### src/rtl/alu_arbiter.sv
// Two-requester arbiter/sequencer sharing one external 8-bit ALU (IDLE -> EXEC -> RESP).
// Optional ALU_ARB_STATS_EN adds per-requester completed-operation counters ops0_cnt/ops1_cnt.
module alu_arbiter #(
  parameter bit FIXED_PRIO = 1'b0,
  parameter int WIDTH      = 8
) (
  input  logic             clk,
  input  logic             rst,
  input  logic             req0_valid,
  output logic             req0_ready,
  input  logic [WIDTH-1:0] req0_x,
  input  logic [WIDTH-1:0] req0_y,
  input  logic [5:0]       req0_ctl,
  input  logic             req1_valid,
  output logic             req1_ready,
  input  logic [WIDTH-1:0] req1_x,
  input  logic [WIDTH-1:0] req1_y,
  input  logic [5:0]       req1_ctl,
  output logic             rsp0_valid,
  input  logic             rsp0_ready,
  output logic             rsp1_valid,
  input  logic             rsp1_ready,
  output logic [WIDTH-1:0] rsp_out,
  output logic             rsp_zr,
  output logic             rsp_ng,
  output logic [WIDTH-1:0] alu_x,
  output logic [WIDTH-1:0] alu_y,
  output logic             alu_zx,
  output logic             alu_nx,
  output logic             alu_zy,
  output logic             alu_ny,
  output logic             alu_f,
  output logic             alu_no,
  input  logic [WIDTH-1:0] alu_out,
  input  logic             alu_zr,
  input  logic             alu_ng,
  output logic             busy
`ifdef ALU_ARB_STATS_EN
  ,
  output logic [15:0]      ops0_cnt,
  output logic [15:0]      ops1_cnt
`endif
);

  typedef enum logic [1:0] {IDLE, EXEC, RESP} state_e;

  state_e           state_q, state_d;
  logic             owner_q, owner_d;
  logic             ptr_q, ptr_d;
  logic [WIDTH-1:0] ax_q, ax_d, ay_q, ay_d;
  logic [5:0]       ctl_q, ctl_d;
  logic [WIDTH-1:0] out_q, out_d;
  logic             zr_q, zr_d, ng_q, ng_d;
  logic             win, grant, hs0, hs1;

  // win = 0 selects req0, 1 selects req1; ptr_q names the requester favoured on a tie
  always_comb begin
    win = ~req0_valid;
    if (req0_valid && req1_valid) win = FIXED_PRIO ? 1'b0 : ptr_q;
  end

  // rst gating keeps ready low while reset is held even though the state is already IDLE
  assign grant      = (state_q == IDLE) && !rst && (req0_valid || req1_valid);
  assign req0_ready = grant && !win;
  assign req1_ready = grant &&  win;

  assign rsp0_valid = (state_q == RESP) && !owner_q;
  assign rsp1_valid = (state_q == RESP) &&  owner_q;
  assign hs0        = rsp0_valid && rsp0_ready;
  assign hs1        = rsp1_valid && rsp1_ready;

  always_comb begin
    state_d = state_q;
    owner_d = owner_q;
    ptr_d   = ptr_q;
    ax_d    = ax_q;
    ay_d    = ay_q;
    ctl_d   = ctl_q;
    out_d   = out_q;
    zr_d    = zr_q;
    ng_d    = ng_q;
    case (state_q)
      IDLE: if (grant) begin
        ax_d    = win ? req1_x   : req0_x;
        ay_d    = win ? req1_y   : req0_y;
        ctl_d   = win ? req1_ctl : req0_ctl;
        owner_d = win;
        ptr_d   = ~win;
        state_d = EXEC;
      end
      EXEC: begin
        out_d   = alu_out;
        zr_d    = alu_zr;
        ng_d    = alu_ng;
        state_d = RESP;
      end
      RESP: if (hs0 || hs1) state_d = IDLE;
      default: state_d = IDLE;
    endcase
  end

  always_ff @(posedge clk or posedge rst) begin
    if (rst) begin
      state_q <= IDLE;
      owner_q <= 1'b0;
      ptr_q   <= 1'b0;
      ax_q    <= '0;
      ay_q    <= '0;
      ctl_q   <= '0;
      out_q   <= '0;
      zr_q    <= 1'b0;
      ng_q    <= 1'b0;
    end else begin
      state_q <= state_d;
      owner_q <= owner_d;
      ptr_q   <= ptr_d;
      ax_q    <= ax_d;
      ay_q    <= ay_d;
      ctl_q   <= ctl_d;
      out_q   <= out_d;
      zr_q    <= zr_d;
      ng_q    <= ng_d;
    end
  end

  assign alu_x   = ax_q;
  assign alu_y   = ay_q;
  assign {alu_zx, alu_nx, alu_zy, alu_ny, alu_f, alu_no} = ctl_q;
  assign rsp_out = out_q;
  assign rsp_zr  = zr_q;
  assign rsp_ng  = ng_q;
  assign busy    = (state_q != IDLE);

`ifdef ALU_ARB_STATS_EN
  logic [15:0] cnt0_q, cnt0_d, cnt1_q, cnt1_d;

  // only completed response handshakes count; natural 16-bit wrap
  always_comb begin
    cnt0_d = cnt0_q;
    cnt1_d = cnt1_q;
    if (hs0) cnt0_d = cnt0_q + 16'd1;
    if (hs1) cnt1_d = cnt1_q + 16'd1;
  end

  always_ff @(posedge clk or posedge rst) begin
    if (rst) begin
      cnt0_q <= '0;
      cnt1_q <= '0;
    end else begin
      cnt0_q <= cnt0_d;
      cnt1_q <= cnt1_d;
    end
  end

  assign ops0_cnt = cnt0_q;
  assign ops1_cnt = cnt1_q;
`endif

endmodule

### config.mk
export PLATFORM = sky130hd
export DESIGN_NAME = alu_arbiter
export DESIGN_NICKNAME = d
export VERILOG_FILES = /design/src/rtl/alu_arbiter.sv
export SDC_FILE = /design/constraint.sdc
export NUM_CORES = 1
export LEC_CHECK = 0
export CORE_MARGIN = 10
export CORE_UTILIZATION = 40
export CTS_BUF_LIST = sky130_fd_sc_hd__clkbuf_16
export DETAILED_ROUTE_END_ITERATION = 12
export PLACE_DENSITY = 0.86
export SLEW_MARGIN = 25
export SYNTH_ARGS = -nofsm -noshare
export SYNTH_HDL_FRONTEND = slang
export SYNTH_SLANG_ARGS = --single-unit
### constraint.sdc
create_clock -name clk -period 3.15 [get_ports clk]
set_input_delay 0.315 -clock clk [delete_from_list [all_inputs] [get_ports clk]]
set_output_delay 0.315 -clock clk [all_outputs]
set_load 0.03 [all_outputs]
# ---- Word level (Yosys, flattened, before mapping)
# Cells that the tools add are included.
dict set report op_classes {
  n_addsub 0
  mul 0
  n_div 0
  order_cmp 0
  eq_ne 4
  n_shift 0
  muxes 7
  n_bitwise 2
  n_reduce_logical 18
}
# op count
set ops {}
lappend ops {{$mux 8} 2}
lappend ops {{$logic_and 1x1->1} 9}
lappend ops {{$mux 6} 1}
lappend ops {{$pmux 2 s3} 1}
lappend ops {{$mux 2} 2}
lappend ops {{$reduce_and 2->1} 2}
lappend ops {{$logic_not 1->1} 3}
lappend ops {{$eq 2x1->1 const B} 1}
lappend ops {{$eq 2x2->1 const B} 1}
lappend ops {{$logic_not 2->1} 1}
lappend ops {{$logic_or 1x1->1} 2}
lappend ops {{$ne 2x1->1 const B} 1}
lappend ops {{$ne 2x2->1 const B} 1}
lappend ops {{$not 1->1} 2}
lappend ops {{$reduce_bool 2->1} 1}
lappend ops {{$mux 1} 1}
dict set report totals {
  reg_bits 36
  latch_bits 0
  mem_bits_rw 0
  romBits 0
  output_inout_bits 37
  n_memories 0
}

# ---- Depth between registers and ports, before layout
# Gate-level depths: netlist of the first run.
dict set report logic_depth {
  ltp_word 6
  mapped_depth 6
  mapped_depth_nobuf 3
}

# ---- Worst setup path after synthesis of the first run
# No wires, ideal clock.
dict set report synth_timing {
  path_type {reg2out}
  start {register state_q[1]}
  end {output port req1_ready}
  arrival_time_ns 1.372
  setup_slack_ns 1.463
  stages_incl_launch_ff 5
  cell_sequence {dfrtp_1 > or3_1 > buf_6 > buf_6 > nor3b_4}
}
dict set report synth_via {
  elab_chain_len 4
}
# element line
set synth_lines {}
lappend synth_lines {{from (decl)} 47} ;# state_e state_q, state_d;
lappend synth_lines {{from (signal assigned)} 114} ;# state_q <= state_d;
lappend synth_lines {{$logic_not 2->1} 63} ;# assign grant = (state_q == IDLE) && !rst && (req0_valid || req1_valid);
lappend synth_lines {{$logic_and 1x1->1 (2 in a row)} 63}
lappend synth_lines {{$logic_and 1x1->1} 65} ;# assign req1_ready = grant && win;
lappend synth_lines {{to (decl)} 15} ;# output logic req1_ready,
# No other way between the ends.

# ---- Worst setup path in the final report of the first run
dict set report layout_timing {
  start {input port rst}
  end {output port req1_ready}
}
dict set report layout_via {
  elab_chain_len 4
}
# element line
set layout_lines {}
lappend layout_lines {{from (decl)} 8} ;# input logic rst,
lappend layout_lines {{$logic_not 1->1 (no source line)} n/a}
lappend layout_lines {{$logic_and 1x1->1 (2 in a row)} 63}
lappend layout_lines {{$logic_and 1x1->1} 65}
# No other way between the ends.

==> results.yml, run 1 <==
floorplanning:
  core_um2: 4000
  initial_core_util: 0.414
  std_cell_rows: 23
  dieArea_um2: 7120
  io_pins: 97
  die_h_um: 84.4
  die_w_um: 84.4
job:
  drv_cap: 0
yosys:
  synth-simple-area-share: 0.168
  ys_top_cells_by_area: "dfrtp_1 54%, a221o_1 13%, mux2_2 7.5%"
  synthFlopType: "dfrtp_1"
  synth-edff-count: 0
  yosysUniqueCellTypes: 22
  ys_top_cells_by_count: "36 x dfrtp_1, 23 x nand2_1, 22 x a221o_1, 21 x nor3_1, 11 x mux2_2"
  yosys.area_share.adder: 0
  synth-xor-area-share: 0
  muxShareOfSynthArea: 0.0747
  synth_nets: 205
  synth_top_area_frac: 0.543
  yosysSeqAreaShare: 0.543
  synthCells: 145
  avgSynthCellArea_um2: 11.4
  synth_largest_area_cell: "dfrtp_1"
  synth_most_common_cell: "dfrtp_1"
  synth_compound_area_frac: 0.148
  synth-warning-count: 0
  syn_area_um2: 1660
  synth_seq_cells: 36
  synth_top_family_by_area: "simple AND/OR/NAND/NOR gates"
  ys_async_sr_fraction: 1.00
clocking:
  hold_buffers: 0
  clk_pin_slew_worst_paths_ns: 0.05
  clk_latency_ns: 0.27
  cts_max_level: 2
  root_buffer: "clkbuf_16"
  clk_path_buf_depth: 2
  cts_tree: "yes"
  cts_resized: 0
  post_cts_buffers: 0
  cts.sinks: 36
  cts_buffers: 5
critical_path:
  crit_type: "input pin to output port"
  crit_arrival_ns: 2.11
  crit_path_start_kind: "input pin"
  path_max_fanout: 3
  crit_required_ns: 2.83
  regToRegStartpoint: "state_q[1]$_DFFE_PP0P_"
  r2r-end: "alu_y[3]$_DFFE_PP0P_"
  end_kind: "output port"
  reg2reg_slack_ns: 1.26
  reg2regPathDepth: 4
placed_design:
  post_dp_cell_area_um2: 2620
  place_congestion: 0.751
  io_buffers: 96
  dp_hpwl_mm: 4.34
finish:
  fillers: 311
  final_area_um2: 2770
  multi_input_area_um2: 658
  areaGrowthSynthToFinish_pct: 66.8
  drive_gt1_frac: 0.113
  regArea_um2: 901
  diodes: 0
  fin_nets: 299
drt:
  drt_iter0_drc: 106
  wl_mm: 5.63
  drc: 0
  viasPerCell: 5.26
  wl_per_cell_um: 19.4
  first_pass_iters: 4
  ant_nets: 0
  dr_total_vias: 1526
timing:
  period_share: 0.768
  finalCriticalPeriod_ns: 2.42
  maxSlewViolCount: 0
  slew_headroom: 0.473
  rsz0062_at_grt: "no"
  hold_viol: 0
  fin_skew_ns: 0.00309
  worst_pin_slew_ns: 0.789
  fmax_mhz: 413
  fin_setup_tns_ns: 0
  setup_violations: 0
power_and_ir_drop:
  p_switching_w: 0.00109
  peakVddDrop_mv: 0.503
  p_per_area_nw_per_um2: 986
  intPower_w: 0.00164
  pwr-share-comb: 0.534
  p_clk_frac: 0.166
  swShare: 0.400
  p_leak_nw: 1.17
  seqPwrFrac: 0.300
global_routing:
  grt_pass1_vias: 1692
  antenna_found_initial: 0
  grt_max_degree: 26
  grt_usage: 0.160
  grt_pass1_wl_mm: 9.20
  globalRouteOverflowTotal: 0
worst_hold_path:
  min-delay-start: "rsp_out[7]$_DFFE_PP0N_"
  hold_path_end: "rsp_out[7]$_DFFE_PP0N_"
  hold_depth: 1
  hold_class: "flop to flop"
run_status:
  status: "complete, no violations"
==> stage by stage <==
stage	power, W	hold slack (ns)	setup WS (ns)	utilization	instances
2_1_floorplan	0.00167	0.461	1.46	-	145
3_3_place_gp	0.00225	0.480	0.783	0.655	282
3_5_place_dp	0.00229	0.494	0.742	0.655	282
4_1_cts	0.00276	0.509	0.726	0.689	290
5_1_grt	0.00287	0.517	0.678	0.691	290
6_report	0.00273	0.504	0.729	0.691	290
==> worst max-delay path, cell delays in order <==
cell and delay [ns]:
clkdlybuf4s50_1 0.44, or3_1 0.39, nor3b_4 0.23, clkdlybuf4s50_1 0.72
==> final cells by class <==
class / instances / share of cell area
inverter: 3 / 0.00407
sequential: 36 / 0.326
multi-input combinational: 92 / 0.238
timing repair buffer: 101 / 0.360
clock inverter: 3 / 0.00407
clock buffer: 5 / 0.0452
tap: 50 / 0.0226
==> logic make-up (layout without fill, tap and decap cells) <==
logic type             after synthesis  in the layout
AO/OA/AOI/OAI                       26             26
multiplexers                        11             11
buffers and inverters               17            112
AND/OR/NAND/NOR                     55             55
flip-flops                          36             36
==> state kept, by name, summed over array words and instances (netlist names) <==
register	flops
state_q	2
rsp_ng	1
ctl_q	6
alu_x	8
rsp_zr	1
alu_y	8
ptr_q	1
owner_q	1
rsp_out	8
==> how the worst max path moves through the flow <==
stage                       to  cells after the start  slack (ns)                    from
floorplan           req1_ready                      4        1.46  state_q[1]$_DFFE_PP0P_
global placement    req1_ready                      4        0.78                     rst
detailed placement  req1_ready                      4        0.74                     rst
CTS                 req1_ready                      4        0.73                     rst
global route        req1_ready                      4        0.68                     rst
finish              req1_ready                      4        0.73                     rst
==> layer usage <==
layer  vias to the layer above  routed length [µm]  global-route usage
li1                        720                   -                   -
met1                       728                1970               0.168
met2                        60                2990               0.272
met3                        18                 391              0.0502
met4                         0                 269              0.0988
met5                         -                   0                   0
==> power by group through the flow <==
| stage | combinational (W) | clock (W) | sequential [W] |
|---|---|---|---|
| 6_report | 0.00146 | 0.000453 | 0.000817 |
| 5_1_grt | 0.00154 | 0.000485 | 0.000848 |
| 4_1_cts | 0.00148 | 0.000464 | 0.000817 |
| 2_1_floorplan | 0.000465 | 0 | 0.00120 |
| 3_3_place_gp | 0.00145 | 0 | 0.000809 |
| 3_5_place_dp | 0.00147 | 0 | 0.000817 |
==> placed cells by master, fill, tap and decap left out, drive strengths merged <==
master,n
clkdlybuf4s50,95
inv,5
buf,6
nor3,23
and3,1
nor2,2
clkinv,1
or3,1
a21o,2
nor3b,1
nand2,23
mux2,11
or2,1
o21ai,2
clkbuf,5
or2b,1
and2b,1
a221o,22
dfrtp,36
nand2b,1
Note: power is estimated with default switching activity, not from simulation.
==> run 2, diff against run 1 <==
--- a/config.mk
+++ b/config.mk
@@ -6,10 +6,10 @@
 export NUM_CORES = 1
 export LEC_CHECK = 0
 export CORE_MARGIN = 10
-export CORE_UTILIZATION = 40
+export CORE_UTILIZATION = 34
 export CTS_BUF_LIST = sky130_fd_sc_hd__clkbuf_16
 export DETAILED_ROUTE_END_ITERATION = 12
-export PLACE_DENSITY = 0.86
+export PLACE_DENSITY = 0.78
 export SLEW_MARGIN = 25
 export SYNTH_ARGS = -nofsm -noshare
 export SYNTH_HDL_FRONTEND = slang
==> constraint.sdc (replaced) <==
create_clock -name clk -period 2.2 [get_ports clk]
set_input_delay 0.22 -clock clk [delete_from_list [all_inputs] [get_ports clk]]
set_output_delay 0.22 -clock clk [all_outputs]
set_load 0.03 [all_outputs]
==> run 2 against run 1 <==
Die area rose by 13%. Via count rose by 0.66%. Clock power rose by 49%. Cell count rose by 7.2%. First-iteration DRC count fell by 42%. Combinational power rose by 44%. Largest power group unchanged. Non-clock buffer count rose by 4. Clock skew barely moved. Sequential power rose by 43%. Critical endpoint is now rsp0_valid. Global-route usage fell by 2.7 points.
==> results.yml, run 2 (same netlist as run 1, synthesis figures left out) <==
run_status:
  status: "complete, no violations"
critical_path:
  reg2reg_slack_ns: 0.52
  path_buf_inv: 1
  slowest_stage: "clkdlybuf4s50_1"
  cp_slowest_stage_delay_ns: 0.70
  end_kind: "output port"
  crit_path_start_kind: "flop"
  crit_required_ns: 1.98
  path_max_fanout: 5
  cp_cell_sequence: "or2b_1, nor2_1, clkdlybuf4s50_1"
  cp-endpoint: "rsp0_valid"
  cp_top_family: "buffers and inverters"
  r2r-end: "alu_x[1]$_DFFE_PP0P_"
  regToRegStartpoint: "state_q[1]$_DFFE_PP0P_"
  crit_start: "state_q[0]$_DFFE_PP0P_"
  reg2regPathDepth: 4
  crit_arrival_ns: 1.75
  crit_type: "flop to output port"
  cp_num_cells: 3
clocking:
  post_cts_buffers: 0
  cts_tree: "yes"
  cts_buffers: 5
  clk_latency_ns: 0.27
  cts_resized: 0
  hold_buffers: 0
  cts.sinks: 36
  cts_max_level: 2
  clk_path_buf_depth: 2
  clk_pin_slew_worst_paths_ns: 0.06
  root_buffer: "clkbuf_16"
job:
  drv_cap: 0
power_and_ir_drop:
  p_leak_nw: 1.19
  peakVddDrop_mv: 0.493
  p_per_area_nw_per_um2: 1400
drt:
  viasPerCell: 4.94
  ant_nets: 0
  drt_iter0_drc: 61
  dr_total_vias: 1536
  wl_met1_mm: 2.09
  route.met3.wl_um: 310
  route.met2.wl_mm: 2.97
  first_pass_iters: 4
  drc: 0
  wl_per_cell_um: 17.6
  top_layer_used: "met4"
  wl_mm: 5.49
finish:
  areaGrowthSynthToFinish_pct: 70.5
  final_area_um2: 2830
  layout_common_cells: "94 x clkdlybuf4s50_1, 36 x dfrtp_1, 23 x nand2_1"
  final_common_cell: "clkdlybuf4s50_1"
  diodes: 0
  drive_gt1_frac: 0.143
  fin_nets: 303
  fillers: 401
timing:
  slew_headroom: 0.664
  finalCriticalPeriod_ns: 1.97
  period_share: 0.897
  worst_pin_slew_ns: 0.505
  setup_violations: 0
  fmax_mhz: 507
  fin_skew_ns: 0.00302
  fin_setup_tns_ns: 0
  maxSlewViolCount: 0
  rsz0062_at_grt: "no"
  hold_viol: 0
floorplanning:
  std_cell_rows: 25
  die_h_um: 89.8
  dieArea_um2: 8070
  initial_core_util: 0.351
  core_um2: 4720
  die_w_um: 89.8
  io_pins: 97
placed_design:
  io_buffers: 96
  post_dp_cell_area_um2: 2680
  place_congestion: 0.744
  dp_hpwl_mm: 4.40
global_routing:
  grt_max_degree: 28
  grt_pass1_vias: 1694
  globalRouteOverflowTotal: 0
  grt_usage: 0.133
  antenna_found_initial: 0
  grt_pass1_wl_mm: 8.74
worst_hold_path:
  hold_class: "input pin to async pin"
## run 2: cell types whose count changed in the layout (fill, tap and decap cells not counted), sizes merged
| cell | previous run | this run |
|---|---|---|
| buf | 6 | 11 |
| clkinv | 1 | 3 |
| inv | 5 | 3 |
| clkdlybuf4s50 | 95 | 94 |
## run 2: power breakdown
| group | internal, W | leakage, nW | switching [W] |
|---|---|---|---|
| sequential | 0.000981 | 0.440 | 0.000190 |
| combinational | 0.000974 | 0.681 | 0.00112 |
| clock | 0.000416 | 0.0736 | 0.000260 |
## run 2: cell type report
class,count,area (µm²),area share
clock buffers,5,125,0.0443
clock inverters,3,18.8,0.00664
inverters,3,11.3,0.00398
multi-input cells,92,651,0.230
flip-flops and latches,36,901,0.319
well taps,67,83.8,0.0297
repair buffers,105,1040,0.367
## run 2: worst min-delay path by stage
stage / from / end / slack [ns] / cells past startpoint
global route: rst / alu_y[7]$_DFFE_PP0P_ / 0.37 / 2
global placement: rsp_out[0]$_DFFE_PP0N_ / rsp_out[0]$_DFFE_PP0N_ / 0.49 / 1
CTS: rst / alu_x[3]$_DFFE_PP0P_ / 0.33 / 2
finish: rst / ctl_q[5]$_DFFE_PP0P_ / 0.32 / 2
floorplan: req0_ctl[0] / ctl_q[0]$_DFFE_PP0P_ / 0.37 / 1
detailed placement: ctl_q[3]$_DFFE_PP0P_ / ctl_q[3]$_DFFE_PP0P_ / 0.49 / 1
## run 2: per-layer routing
| layer | GRT usage | vias to the layer above |
|---|---|---|
| li1 | - | 728 |
| met1 | 0.132 | 748 |
| met2 | 0.244 | 52 |
| met3 | 0.0449 | 8 |
| met4 | 0.0580 | 0 |
| met5 | 0 | - |
## run 2: worst register-to-register path, cell delays in order (launching register included)
cell and delay [ns]:
dfrtp_1 0.40, or3_1 0.59, buf_4 0.28, nor3_1 0.21
a221o_1 0.13
## run 2: per-stage QoR
stage | total power, W | hold WS [ns] | cells | setup WS, ns | utilization
after floorplan | 0.00239 | 0.366 | 145 | 0.608 | -
after global placement | 0.00326 | 0.487 | 303 | 0.365 | 0.568
after detailed placement | 0.00330 | 0.494 | 303 | 0.321 | 0.568
after CTS | 0.00399 | 0.328 | 311 | 0.228 | 0.598
after global routing | 0.00414 | 0.373 | 311 | 0.158 | 0.598
final | 0.00394 | 0.317 | 311 | 0.227 | 0.598
==> run 3, diff against run 2 <==
--- a/config.mk
+++ b/config.mk
@@ -5,11 +5,11 @@
 export SDC_FILE = /design/constraint.sdc
 export NUM_CORES = 1
 export LEC_CHECK = 0
-export CORE_MARGIN = 10
+export CORE_MARGIN = 2
 export CORE_UTILIZATION = 34
 export CTS_BUF_LIST = sky130_fd_sc_hd__clkbuf_16
 export DETAILED_ROUTE_END_ITERATION = 12
-export PLACE_DENSITY = 0.78
+export PLACE_DENSITY = 0.76
 export SLEW_MARGIN = 25
 export SYNTH_ARGS = -nofsm -noshare
 export SYNTH_HDL_FRONTEND = slang
==> run 3 against run 2 <==
Clock power up 16%. Via count down 0.52%. Register-to-register slack about the same. Sequential power about the same. Highest routed layer unchanged.
==> results.yml, run 3 (same netlist as run 1, synthesis figures left out) <==
run_status:
  status: "complete, no violations"
finish:
  final_common_cell: "clkdlybuf4s50_1"
  layout_common_cells: "94 x clkdlybuf4s50_1, 36 x dfrtp_1, 23 x nand2_1"
  final_area_um2: 2850
  drive_gt1_frac: 0.135
  fin_nets: 303
  areaGrowthSynthToFinish_pct: 71.6
  diodes: 0
timing:
  hold_ws_ns: 0.297
  finalCriticalPeriod_ns: 1.96
  fmax_mhz: 509
  fin_setup_tns_ns: 0
  period_share: 0.893
  setup_violations: 0
  fin_skew_ns: 0.00507
  rsz0062_at_grt: "no"
  maxSlewViolCount: 0
  slew_headroom: 0.650
  worst_pin_slew_ns: 0.524
  hold_viol: 0
clocking:
  clk_pin_slew_worst_paths_ns: 0.06
  clk_path_buf_depth: 2
  cts_resized: 0
  post_cts_buffers: 0
  root_buffer: "clkbuf_16"
  cts_max_level: 2
  clk_latency_ns: 0.28
  cts_buffers: 5
  cts.sinks: 36
  cts_tree: "yes"
  hold_buffers: 0
drt:
  ant_nets: 0
  first_pass_iters: 4
  dr_total_vias: 1528
  viasPerCell: 4.91
  drc: 0
  drt_iter0_drc: 87
  wl_mm: 4.74
  wl_per_cell_um: 15.3
floorplanning:
  dieArea_um2: 5450
  io_pins: 97
  initial_core_util: 0.351
  std_cell_rows: 25
  die_h_um: 73.8
  core_um2: 4720
  die_w_um: 73.8
placed_design:
  io_buffers: 96
  post_dp_cell_area_um2: 2680
  dp_hpwl_mm: 3.50
  place_congestion: 0.762
critical_path:
  crit_arrival_ns: 1.74
  regToRegStartpoint: "state_q[1]$_DFFE_PP0P_"
  crit_type: "flop to output port"
  crit_path_start_kind: "flop"
  crit_start: "state_q[0]$_DFFE_PP0P_"
  end_kind: "output port"
  path_max_fanout: 5
  crit_required_ns: 1.98
power_and_ir_drop:
  p_per_area_nw_per_um2: 1410
  peakVddDrop_mv: 0.495
  power.total_w: 0.00402
  p_leak_nw: 1.20
global_routing:
  grt_pass1_wl_mm: 7.51
  globalRouteOverflowTotal: 0
  grt_pass1_vias: 1542
  grt_usage: 0.184
  antenna_found_initial: 0
  grt_max_degree: 29
worst_hold_path:
  hold_class: "input pin to async pin"
job:
  drv_cap: 0
==> run 3: cell types whose count changed in the layout (fill, tap and decap cells not counted) <==
| cell | previous run | this run |
|---|---|---|
| bufinv_16 | 0 | 1 |
| clkinv_1 | 0 | 2 |
| clkinv_2 | 2 | 0 |
| clkinv_4 | 1 | 0 |
==> run 3: per-layer routing <==
| metal | vias up | routed length (µm) | global-route usage |
|---|---|---|---|
| met2 | 56 | 2350 | 0.284 |
| li1 | 726 | - | - |
| met1 | 732 | 1950 | 0.236 |
| met3 | 14 | 287 | 0.0508 |
| met4 | 0 | 153 | 0.0929 |
| met5 | - | 0 | 0 |
==> run 3: final cells by class <==
type,instances,area [µm²]
fill,398,1880
timing repair buffer,105,1040
sequential,36,901
multi-input combinational,92,651
clock buffer,5,125
tap,67,83.8
clock inverter,3,37.5
inverter,3,11.3
==> run 3: worst paths after layout <==
path,endpoint,slack (ns),cells after the start
min in group clk,ptr_q$_DFFE_PP0P_,0.50,1
min reg2reg,ptr_q$_DFFE_PP0P_,0.50,1
max,rsp0_valid,0.24,3
max reg2reg,alu_x[7]$_DFFE_PP0P_,0.53,4
min,state_q[1]$_DFFE_PP0P_,0.30,2
max in group asynchronous,alu_y[4]$_DFFE_PP0P_,1.42,3
==> run 3: where the power goes <==
part,internal [W],leakage [nW],switching (W)
logic,0.000974,0.681,0.00110
clock network,0.000526,0.0789,0.000261
registers,0.000981,0.440,0.000185
total,0.00248,1.20,0.00154
==> run 3: worst max-delay path: stages (launching register included) <==
cell and delay, ns:
dfrtp_1 0.41, or2b_1 0.27, nor2_1 0.10, clkdlybuf4s50_1 0.69
==> run 3: per-stage QoR <==
step | worst slack, ns | util | std cells
2_1_floorplan | 0.608 | - | 145
3_3_place_gp | 0.354 | 0.568 | 303
3_5_place_dp | 0.328 | 0.568 | 303
4_1_cts | 0.229 | 0.602 | 311
5_1_grt | 0.168 | 0.602 | 311
6_report | 0.236 | 0.602 | 311
